--- src/rtl/fetch_stage_pkg.sv ---
// Shared definitions for the instruction-fetch stage: fetch FSM states,
// datapath defaults and instruction-field positions used by the decoder side.
package fetch_stage_pkg;

    localparam int          BUS_W        = 32;
    localparam logic [31:0] RESET_PC_DEF = 32'h0000_0000;
    localparam int          PC_STEP_DEF  = 4;

    typedef enum logic [1:0] {
        S_REQ  = 2'd0,
        S_WAIT = 2'd1,
        S_HOLD = 2'd2,
        S_DROP = 2'd3
    } fetch_state_e;

    // Instruction word field boundaries
    localparam int FUNTYPE_HI = 31;
    localparam int FUNTYPE_LO = 30;
    localparam int FUNCODE_HI = 29;
    localparam int FUNCODE_LO = 28;
    localparam int RD_HI      = 27;
    localparam int RD_LO      = 24;

    function automatic logic [1:0] instr_funtype(input logic [31:0] instr);
        return instr[FUNTYPE_HI:FUNTYPE_LO];
    endfunction

    function automatic logic [1:0] instr_funcode(input logic [31:0] instr);
        return instr[FUNCODE_HI:FUNCODE_LO];
    endfunction

    function automatic logic [3:0] instr_rd(input logic [31:0] instr);
        return instr[RD_HI:RD_LO];
    endfunction

endpackage

--- src/rtl/fetch_skid_reg.sv ---
// One-entry skid register holding a fetched word and its PC while the
// IF/ID output register is stalled by the decoder.
module fetch_skid_reg
    import fetch_stage_pkg::*;
#(
    parameter int BUS = BUS_W
) (
    input  logic           clk,
    input  logic           rst_n,
    input  logic           load,
    input  logic           unload,
    input  logic           flush,
    input  logic [31:0]    load_data,
    input  logic [BUS-1:0] load_pc,
    output logic           full,
    output logic [31:0]    data,
    output logic [BUS-1:0] pc
);

    // A load in the same cycle as unload/flush wins: the new word is kept.
    always_ff @(posedge clk or negedge rst_n) begin
        if (!rst_n) begin
            full <= 1'b0;
            data <= '0;
            pc   <= '0;
        end else begin
            if (unload || flush) begin
                full <= 1'b0;
            end
            if (load) begin
                full <= 1'b1;
                data <= load_data;
                pc   <= load_pc;
            end
        end
    end

endmodule

--- src/rtl/fetch_stage.sv ---
// Instruction-fetch stage: owns the PC, issues single-outstanding memory reads,
// and presents fetched words to the decoder through the IF/ID register.
module fetch_stage
    import fetch_stage_pkg::*;
#(
    parameter int             BUS      = BUS_W,
    parameter logic [BUS-1:0] RESET_PC = BUS'(RESET_PC_DEF),
    parameter int             PC_STEP  = PC_STEP_DEF
) (
    input  logic           clk,
    input  logic           rst_n,
    output logic           imem_req,
    output logic [BUS-1:0] imem_addr,
    input  logic [31:0]    imem_rdata,
    input  logic           imem_valid,
    input  logic           branch_taken,
    input  logic [BUS-1:0] branch_target,
    input  logic           id_ready,
    output logic           if_valid,
    output logic [31:0]    if_instr,
    output logic [BUS-1:0] if_pc,
    output logic [31:0]    fetch_count
);

    localparam logic [BUS-1:0] STEP = BUS'(PC_STEP);

    fetch_state_e   state;
    logic           run;
    logic [BUS-1:0] pc;
    logic [BUS-1:0] pc_seq;
    logic           handoff;
    logic           out_free;
    logic           skid_load;
    logic           skid_unload;
    logic           skid_flush;
    logic           skid_full;
    logic [31:0]    skid_data;
    logic [BUS-1:0] skid_pc;

    assign pc_seq   = pc + STEP;
    assign handoff  = if_valid && id_ready;
    assign out_free = !if_valid || id_ready;

    // run holds off the first request until one clock after reset release,
    // so the request pulse only ever depends on registered state.
    assign imem_req  = run && (state == S_REQ);
    assign imem_addr = pc;

    assign skid_load   = (state == S_WAIT) && !branch_taken && imem_valid && !out_free;
    assign skid_unload = (state == S_HOLD) && !branch_taken && id_ready && skid_full;
    assign skid_flush  = (state == S_HOLD) && branch_taken;

    fetch_skid_reg #(
        .BUS (BUS)
    ) u_skid (
        .clk       (clk),
        .rst_n     (rst_n),
        .load      (skid_load),
        .unload    (skid_unload),
        .flush     (skid_flush),
        .load_data (imem_rdata),
        .load_pc   (pc),
        .full      (skid_full),
        .data      (skid_data),
        .pc        (skid_pc)
    );

    always_ff @(posedge clk or negedge rst_n) begin
        if (!rst_n) begin
            state       <= S_REQ;
            run         <= 1'b0;
            pc          <= RESET_PC;
            if_valid    <= 1'b0;
            if_instr    <= '0;
            if_pc       <= '0;
            fetch_count <= '0;
        end else begin
            run <= 1'b1;

            if (handoff) begin
                fetch_count <= fetch_count + 32'd1;
                if_valid    <= 1'b0;
            end

            case (state)
                S_REQ: begin
                    if (run) begin
                        state <= branch_taken ? S_DROP : S_WAIT;
                    end
                end
                S_WAIT: begin
                    if (branch_taken) begin
                        state <= imem_valid ? S_REQ : S_DROP;
                    end else if (imem_valid) begin
                        pc <= pc_seq;
                        if (out_free) begin
                            if_instr <= imem_rdata;
                            if_pc    <= pc;
                            if_valid <= 1'b1;
                            state    <= S_REQ;
                        end else begin
                            state <= S_HOLD;
                        end
                    end
                end
                S_HOLD: begin
                    if (branch_taken) begin
                        state <= S_REQ;
                    end else if (skid_unload) begin
                        if_instr <= skid_data;
                        if_pc    <= skid_pc;
                        if_valid <= 1'b1;
                        state    <= S_REQ;
                    end
                end
                S_DROP: begin
                    if (imem_valid) begin
                        state <= S_REQ;
                    end
                end
                default: state <= S_REQ;
            endcase

            // A redirect overrides any PC advance and flushes the output
            // register, even when the current word was just consumed.
            if (branch_taken) begin
                pc       <= branch_target;
                if_valid <= 1'b0;
            end
        end
    end

endmodule

--- config.mk ---
export PLATFORM = sky130hd
export DESIGN_NAME = fetch_stage
export DESIGN_NICKNAME = d
export VERILOG_FILES = /design/src/rtl/fetch_stage_pkg.sv /design/src/rtl/fetch_skid_reg.sv /design/src/rtl/fetch_stage.sv
export SDC_FILE = /design/constraint.sdc
export NUM_CORES = 1
export LEC_CHECK = 0
export CAP_MARGIN = 20
export CORE_ASPECT_RATIO = 0.8
export CORE_UTILIZATION = 55
export DETAILED_ROUTE_END_ITERATION = 12
export PLACE_DENSITY = 0.84
export SLEW_MARGIN = 20
export SYNTH_ARGS = -nofsm -noshare
export SYNTH_HDL_FRONTEND = slang
export SYNTH_SLANG_ARGS = --single-unit
--- constraint.sdc ---
create_clock -name clk -period 5.2 [get_ports clk]
set_clock_uncertainty 0.15 [all_clocks]
set_input_delay 1.04 -clock clk [delete_from_list [all_inputs] [get_ports clk]]
set_output_delay 1.04 -clock clk [all_outputs]
set_load 0.02 [all_outputs]
# Word level (Yosys, flattened, before mapping)
# Index checks and enable logic that the tools add are counted.
[totals]
register_bits = 197
in_bits = 69
out_inout_bits = 130
wordCells = 79
[op_classes]
addsub = 2
n_eq_ne = 12
muxes = 33
n_reduce_logical = 22
[op_table]
columns = ["operator", "count"]
rows = [
  ["$mux 32", 13],
  ["$pmux 32 s2", 2],
  ["$add 32x1->32 const B", 1],
  ["$add 32x3->32 const B", 1],
  ["$mux 2", 9],
  ["$ne 2x2->1 const B", 6],
  ["$logic_and 1x1->1", 9],
  ["$pmux 2 s4", 1],
  ["$reduce_bool 2->1", 4],
  ["$mux 1", 7],
  ["$reduce_and 6->1", 1],
  ["$eq 2x2->1 const B", 2],
  ["$reduce_and 4->1", 1],
  ["$logic_not 1->1", 3],
  ["$ne 3x2->1 const B", 1],
  ["$ne 3x3->1 const B", 1],
  ["$eq 2x1->1 const B", 1],
  ["$logic_not 2->1", 1],
  ["$logic_or 1x1->1", 2],
  ["$ne 2x1->1 const B", 1],
  ["$pmux 1 s2", 1],
  ["$reduce_and 2->1", 1],
]

# Longest topological paths before layout
[logic_depth]
depth_word = 7
mapped_depth = 10
mapped_depth_nobuf = 7

# By module
# Synthesis repeated with hierarchy kept, for this count alone.
[unflattened]
cells_unflattened = 727
area_unflattened_um2 = 9380.2
[by_module_without_submodules]
columns = ["mod", "instances", "cells_per_inst", "area_each_um2", "seq_area_each_um2"]
rows = [
  ["fetch_stage", 1, 589, 6765.2, 3303.2],
  ["fetch_skid_reg", 1, 138, 2615.0, 1626.6],
]

# Worst setup path before layout
# Ideal clock, no wire load.
[synth_timing]
path_kind = "input port to flip-flop"
from = "input port id_ready"
to = "register u_skid.data[28]"
setup_ps = 125
t_arrival_ps = 2132
required_time_ps = 4925
setup_slack_ps = 2794
path_stages = 5
path_buffers = 2
path_cell_list = "nor2b_1 > nand3_1 > buf_2 > clkbuf_1 > mux2_2"
[synth_between]
elab_chain_cells = 3
[synth_rtl]
columns = ["item", "line_no", "text"]
rows = [
  ["start: declaration", "fetch_stage.sv:18", "input logic id_ready,"],
  ["$logic_or 1x1->1", "fetch_stage.sv:42", "assign out_free = !if_valid || id_ready;"],
  ["$logic_not 1->1", "fetch_stage.sv:49", "assign skid_load = (state == S_WAIT) && !branch_taken && imem_valid && !out_free;"],
  ["$logic_and 1x1->1", "fetch_stage.sv:49", ""],
  ["end signal: assignment", "fetch_skid_reg.sv:32", "data <= load_data;"],
  ["end: declaration", "fetch_skid_reg.sv:16", "output logic [31:0] data,"],
]
# No other way between the ends.
# A chain may end at the register's enable or synchronous reset.

# Worst setup path in the final report
[layout_timing]
from = "input port id_ready"
to = "register u_skid.pc[4]"
[layout_between]
elab_chain_cells = 3
[layout_rtl]
columns = ["item", "line_no", "text"]
rows = [
  ["$logic_or 1x1->1", "fetch_stage.sv:42", ""],
  ["$logic_not 1->1", "fetch_stage.sv:49", ""],
  ["$logic_and 1x1->1", "fetch_stage.sv:49", ""],
  ["end signal: assignment", "fetch_skid_reg.sv:33", "pc <= load_pc;"],
  ["end: declaration", "fetch_skid_reg.sv:17", "output logic [BUS-1:0] pc"],
]
# No other way between the ends.

==> impl_metrics.yaml <==
critical_path:
  cp_data_arrival_time_ps: 3360
  cp-end-kind: "flop"
  critPathLaunchType: "input pin"
  crit_start: "id_ready"
  critical_path_required_ps: 5360
  reg2reg_from: "state[0]"
  critPathKind: "in -> reg"
  crit_fanout: 68
cts:
  cts-root-buf: "clkbuf_16"
  cts_resized: 0
  insertion_delay_ps: 430
  hold_buffers: 0
  clk_pin_slew_ps: 70
  numCtsBuffers: 17
  cts_tree: "done"
  cts.sinks: 197
  h-tree-depth: 4
  cts_setup_buffers: 0
  clk_path_buf_depth: 2
placed_design:
  dp_cells: 1160
  place_ws_ps: 1550
  numPortBuffers: 198
  dp_hpwl_um: 13500
  gp_congestion: 0.821
floorplan:
  ioPinCount: 199
  die_x_um: 144
  die_area_um2: 16700
  core_um2: 15800
  die_h_um: 116
  rows: 41
  initial_core_util_pct: 56.2
timing:
  fin_ws_ps: 2000
  finalCritPeriodShare_pct: 61.6
  finalSetupTns_ps: 0
  hold_ws_ps: 330
  final.min_clock_period_ps: 3200
  tightest_slew_ps: 980
  relSlewSlack_pct: 34.7
  setup_viol_count_final: 0
  slew_viol_final: 0
  rsz0062_at_grt: "no"
  clock.fmax_ghz: 0.312
  final-hold-violation-count: 0
global_routing:
  grt_overflow_total: 0
  grt_pass1_wl_um: 32200
  grt_max_degree: 132
  grt_pass1_vias: 6263
  grt_use_total_pct: 25.5
  antenna_found_initial: 1
drt:
  viasPerCell: 5.41
  ant_nets: 0
  dr.pass1.iters: 5
  drtIter0Drc: 363
  vias: 6451
  wl_per_cell_um: 17.2
  wl_um: 20500
  drc_errors: 0
synthesis:
  syn_area_um2: 8890
  synth_compound_area_share_pct: 6.67
  synth_seq_cells: 197
  ys.warnings.count: 0
  synth-adder-area-share_pct: 0.986
  syn_nets: 858
  synth_cell_types: 43
  yosysSeqAreaShare_pct: 55.5
  synth_top_family_by_area: "multiplexers"
  syn-mean-instance-area_um2: 11.4
  synthMuxAreaShare_pct: 16.1
  yosys.area_share.simple_pct: 13.1
  synthCells: 782
  synthXorXnorAreaFrac_pct: 5.52
pwr:
  peakVddDrop_mv: 0.349
  cellLeakagePower_nw: 5.00
  power.density_nw_per_um2: 514
final_layout:
  layout_commonest_cell: "dfrtp_1"
  nets: 1040
  fin_util_pct: 73.9
  instances_no_fill: 1192
  area_delta_synth_final_pct: 31.4
  layout_common_cells: "dfrtp_1 (197), clkdlybuf4s50_1 (196), nor2_1 (81)"
  layout-drive-gt1-share_pct: 12.2
min_path:
  holdCritStartpoint: "fetch_count[31]"
  min_path_type: "reg -> reg"
run_status:
  outcome: "finished clean"
job:
  drv_cap: 0
## layout make-up
class	count	area (µm²)
fill	1123	4120
timing repair buffer	203	2030
antenna	1	2.50
multi-input combinational	536	3790
sequential	197	4930
clock buffer	19	443
tap	215	269
clock inverter	12	178
inverter	9	33.8
## cell usage after synthesis, drive strengths merged
cell type,n,area [µm²]
conb,1,3.75
inv,9,33.8
or3,2,17.5
o311ai,3,26.3
xor2,23,201
clkbuf,23,86.3
buf,17,75.1
o22ai,3,18.8
nor4,8,92.6
nand2,61,229
nor3,6,35.0
nand3,18,103
a311o,1,10.0
nand4,19,149
a21oi,67,335
nand2b,2,12.5
nor4b,1,8.76
or4,1,11.3
nor2b,6,37.5
and4,4,35.0
and3,14,87.6
o221ai,3,32.5
dfrtp,197,4930
xnor2,33,289
nor2,81,304
ha,7,87.6
mux2,68,766
o21ai,29,145
a211oi,1,7.51
a311oi,1,8.76
mux2i,66,661
and2,6,37.5
a211o,1,8.76
## sequential cells by signal, summed over array words and instances, names as in the netlist, 2 cells and up
register     count
fetch_count     32
if_instr        32
if_pc           32
imem_addr       32
state            2
u_skid.data     32
u_skid.pc       32
## path summary, 6_finish.rpt
kind,endpoint,slack [ps],cells after the start
min reg2reg,fetch_count[31],330,1
max reg2reg,if_instr[5],2300,8
min in group asynchronous,if_pc[16],560,1
max in group asynchronous,u_skid.data[18],3400,2
max,u_skid.pc[4],2000,4
min,fetch_count[31],330,1
## power breakdown
part | switching [mW] | internal (mW) | leakage [nW]
clock | 0.573 | 0.817 | 0.292
combinational | 1.13 | 1.07 | 2.22
sequential | 0.357 | 2.05 | 2.49
## critical path, stage by stage
cell and delay [ps]:
clkdlybuf4s50_1 480, nor2b_1 400, nand3_4 810, mux2_2 580
## metrics by stage
stage / instance area, µm² / power [mW]
2_1_floorplan: 8890 / 3.66
3_3_place_gp: 11100 / 4.55
3_5_place_dp: 11100 / 4.63
4_1_cts: 11700 / 6.04
5_1_grt: 11700 / 6.32
6_report: 11700 / 6.00
## routing by layer
layer,wire length [µm],vias to the layer above,GRT usage [%],part of all wire [%]
met4,250,0,8.65,1.2
met2,9700,184,40.8,47
met1,9360,3162,34.2,46
li1,-,3086,-,-
met5,0,-,0,0
met3,1170,19,6.12,5.7
## kinds of logic (layout without fill, tap and decap cells)
group                      after synthesis  in the layout
xor gates and xnor gates                56             56
buffers and inverters                   49            243
adders and majority gates                7              7
DFF                                    197            197
and+or+nand+nor                        229            229
AOI/OAI and AO/OA                      109            109
muxes                                  134            134
other                                    1              2
Note: power is estimated with default switching activity, not from simulation.
